==> src/rtl/full_subtractor.sv <==
// Registered ripple-borrow full subtractor: {bout, d} = a - b - bin, one cycle of latency.
// A valid input is captured into the output register; when in_valid is low, d/bout hold their previous values.
module full_subtractor #(
    parameter int WIDTH = 1
) (
    input  logic             clk,
    input  logic             rst,
    input  logic [WIDTH-1:0] a,
    input  logic [WIDTH-1:0] b,
    input  logic             bin,
    input  logic             in_valid,
    output logic [WIDTH-1:0] d,
    output logic             bout,
    output logic             out_valid
);

    logic [WIDTH:0]   borrow;
    logic [WIDTH-1:0] diff;
    logic [WIDTH-1:0] d_reg;
    logic             bout_reg;
    logic             out_valid_reg;

    assign borrow[0] = bin;

    generate
        for (genvar gi = 0; gi < WIDTH; gi++) begin : g_cell
            assign diff[gi]       = a[gi] ^ b[gi] ^ borrow[gi];
            assign borrow[gi + 1] = (~a[gi] & b[gi]) | (~(a[gi] ^ b[gi]) & borrow[gi]);
        end
    endgenerate

    // Data registers load only on valid inputs, so unknowns on idle inputs never reach d/bout.
    always_ff @(posedge clk) begin
        if (rst) begin
            d_reg         <= '0;
            bout_reg      <= 1'b0;
            out_valid_reg <= 1'b0;
        end else begin
            out_valid_reg <= in_valid;
            if (in_valid) begin
                d_reg    <= diff;
                bout_reg <= borrow[WIDTH];
            end
        end
    end

    assign d         = d_reg;
    assign bout      = bout_reg;
    assign out_valid = out_valid_reg;

endmodule

==> config.mk <==
export PLATFORM = sky130hd
export DESIGN_NAME = full_subtractor
export DESIGN_NICKNAME = d
export VERILOG_FILES = /design/src/rtl/full_subtractor.sv
export SDC_FILE = /design/constraint.sdc
export NUM_CORES = 1
export LEC_CHECK = 0
export ABC_AREA = 1
export CORE_AREA = 2 2 39 41
export CTS_CLUSTER_DIAMETER = 40
export DETAILED_ROUTE_END_ITERATION = 10
export DIE_AREA = 0 0 41 43
export PLACE_DENSITY = 0.3
export SYNTH_ARGS = -nofsm -noshare
export SYNTH_HDL_FRONTEND = slang
export SYNTH_SLANG_ARGS = --single-unit
==> constraint.sdc <==
create_clock -name clk -period 1.5 [get_ports clk]
set_input_delay 0.3 -clock clk [delete_from_list [all_inputs] [get_ports clk]]
set_output_delay 0.3 -clock clk [all_outputs]
set_load 0.03 [all_outputs]
==> results.md <==
| Result | Value |
|:---|:---|
| Worst reg2reg setup slack | 0.96 ns |
| Core box area | 0.00138 mm2 |
| Pin count of the biggest net entering global routing | 6 |
| # rows | 14 |
| Share of synthesized area occupied by flip-flops and latches | 0.453 |
| Async set or reset register ratio after synthesis | 0 |
| ANT cells | 0 |
| Area of the die | 0.00176 mm2 |
| Maximum level of the CTS H-tree | 1 |
| Number of violations of the max-capacitance limit | 0 |
| Final critical-path required period | 1.34 ns |
| Data required, critical path | 1.67 ns |
| Share of Yosys cell area claimed by the top area cell type | 0.453 |
| Half-perimeter wire length of the detailed placement result | 239 um |
| Peak supply drop | 0.000187 V |
| Library cells used by synthesis | 5 |
| First-pass GRT wire length | 434 um |
| Sink of the worst hold path | d$_SDFFE_PP0P_ |
| Power share of the sequential group | 0.314 |
| Final period util | 0.895 |
| Clk network pwr share | 0.505 |
| GRT Resource Usage Total | 0.0411 |
| Minimum setup slack after placement | -0.0887 ns |
| Total power divided by cell area | 1100 mW/mm2 |
| Number of flops mapped to enable cells by yosys | 0 |
| Residual DRC count | 0 |
| Most numerous cell types in the synthesized netlist | 5 x sky130_fd_sc_hd__inv_1, 5 x sky130_fd_sc_hd__nor2_1, 4 x sky130_fd_sc_hd__nand2_1 |
| Max-slew violation total from the final report | 0 |
| Combinational cell fraction of total power | 0.181 |
| Drt first-iter violations | 0 |
| Max-slew headroom | 0.799 |
| Total number of yosys warnings | 0 |
| Setup violation total in the final timing report | 0 |
| Hold wc startpoint | d$_SDFFE_PP0P_ |
| Die W | 41 um |
| Number of post-CTS setup repair buffers | 0 |
| Ratio of cells with drive above 1 in the final layout | 0.100 |
| Via count of the first global-routing pass | 145 |
| Internal Pwr Total | 0.210 mW |
| Total of flip-flops plus latches after synthesis | 3 |
| Sinks on Clock Net | 3 |
| CP Max Fanout | 1 |
| Mean number of vias per cell | 3.02 |
| Slowest-stage cell, CP | sky130_fd_sc_hd__fa_1 |
| Count of boundary I/O pins | 9 |
| Worst R2R Path Depth | 2 |
| Hold Vio Cnt, Final | 0 |
| Leakage | 0.135 nW |
| TritonCTS Buffers | 3 |
| RSZ-0062 raised after global routing | false |
| Clock tree from TritonCTS | built |
| Outcome | complete, no violations |
| Number of gates resized after CTS | 3 |
| Largest area contributor in the synthesized netlist | sky130_fd_sc_hd__dfxtp_1 |
| Clock edge transition at the registers on the reported setup and hold paths | 0.04 ns |
| Final setup slack of the worst path | 0.158 ns |
| Filler Cell Count | 161 |
| Type of the worst setup path | in -> reg |
| Number of buffers between clock root and the deepest sink | 2 |
| Height of the die | 43 um |
| Number of nets produced by synthesis | 25 |
| Congestion Overflow GR | 0 |
| Residual antenna-violating net count after detailed routing | 0 |
| Transition time at the pin with the least slew margin | 0.303 ns |
| Capture instance of the worst register-to-register path | bout$_SDFFE_PP0P_ |
| Number of search-and-repair iterations in the first detailed-routing pass | 1 |
| Synthesized cell area | 133 um2 |
| Leading post-synthesis cells by cell area | sky130_fd_sc_hd__dfxtp_1 45%, sky130_fd_sc_hd__fa_1 15%, sky130_fd_sc_hd__inv_1 14% |
| Crit path largest cell delay | 0.50 ns |
| CTS Root Cell | sky130_fd_sc_hd__clkbuf_4 |
| Final wirelength | 297 um |
| Antenna violations before repair | 0 |
| Net switching power | 0.0710 mW |
| Proportion of total power due to net switching | 0.253 |
| Clock tree skew after final layout | 0 ns |
| Worst hold-check path type | reg -> reg |
| Number of nets in the layout | 38 |
| Count of input and output buffers | 8 |
| Max Freq | 0.745 GHz |
| Startpoint of the most critical register-to-register path | bout$_SDFFE_PP0P_ |
| Wire per inst | 6.46 um |
| Starting Density | 0.0958 |
| Count of vias placed by the detailed router | 139 |
| Startpoint class of the critical path | primary input |
| Area added between synthesis and finish | 92.5% |
| Instance count along the most critical hold path | 2 |
| Sort of element at the end of the critical path | register |
| # hold bufs at CTS | 0 |
| Critical path cell sequence | clkdlybuf4s50_1, inv_1, fa_1, inv_1, nand2_1, nand2_1, nor2_1 |
| Endpoint arrival time on the critical path | 1.51 ns |
| Dominant synthesized flop cell | sky130_fd_sc_hd__dfxtp_1 |
| Number of instances in the synthesized netlist | 18 |
| Final Core Density | 0.184 |
| Final Wtd Congestion | 0.571 |
| Clk Latency, worst-skew pair | 0.23 ns |
| Mean cell area of the mapped netlist | 7.37 um2 |
[cell families after synthesis]
group,after synthesis,synth area share
adders and majority gates,1,0.151
and+or+nand+nor,9,0.255
DFF,3,0.453
buffers and inverters,5,0.142
[power by group through the flow]
stage	Clock [mW]	Sequential, mW	Combinational (mW)
5_1_grt	0.164	0.0886	0.0569
3_3_place_gp	0	0.0896	0.0553
3_5_place_dp	0	0.0898	0.0555
2_1_floorplan	0	0.101	0.0140
6_report	0.142	0.0881	0.0507
4_1_cts	0.149	0.0882	0.0519
[routing by layer]
metal | vias to the layer above | GRT usage | wire, um | share of wire
met5 | - | 0 | 0 | 0
li1 | 72 | - | - | -
met4 | 0 | 0.0800 | 0 | 0
met1 | 62 | 0.0321 | 112 | 0.38
met3 | 0 | 0 | 33 | 0.11
met2 | 5 | 0.0594 | 151 | 0.51
[worst max-delay path, delay by kind of cell]
kind,cells,cell delay (ns)
adders and majority gates,1,0.50
buffers and inverters,3,0.54
and+or+nand+nor,3,0.17
[per-stage QoR]
step / power [mW] / setup TNS (ns) / instances / hold slack (ns) / instance area (um2)
finish: 0.281 / 0 / 46 / 0.468 / 255
global route: 0.309 / 0 / 46 / 0.498 / 255
detailed placement: 0.145 / -0.0887 / 42 / 0.466 / 233
global placement: 0.145 / -0.0835 / 42 / 0.466 / 233
floorplan: 0.115 / 0 / 18 / 0.371 / 133
CTS: 0.289 / 0 / 46 / 0.472 / 255
[cells in the final DEF, fill, tap and decap left out, drive strengths merged]
cell type	n
inv	5
nor2	5
clkdlybuf4s50	5
nand2	4
clkbuf	4
dfxtp	3
dlygate4sd2	3
fa	1
[area by class of cell]
type                       count  area [um2]  area share
sequential                     3        60.1       0.235
clock buffer                   4        26.3       0.103
inverter                       5        18.8      0.0735
timing repair buffer           8        76.3       0.299
tap                           16        20.0      0.0784
multi-input combinational     10        53.8       0.211
[how the worst max path moves through the flow]
stage	from	end	slack [ns]	cells past startpoint
2_1_floorplan	b	d$_SDFFE_PP0P_	0.44	6
3_3_place_gp	b	d$_SDFFE_PP0P_	-0.08	7
3_5_place_dp	b	d$_SDFFE_PP0P_	-0.09	7
4_1_cts	b	d$_SDFFE_PP0P_	0.15	7
5_1_grt	b	d$_SDFFE_PP0P_	0.08	7
6_report	b	d$_SDFFE_PP0P_	0.16	7
Note: power is estimated with default switching activity, not from simulation.
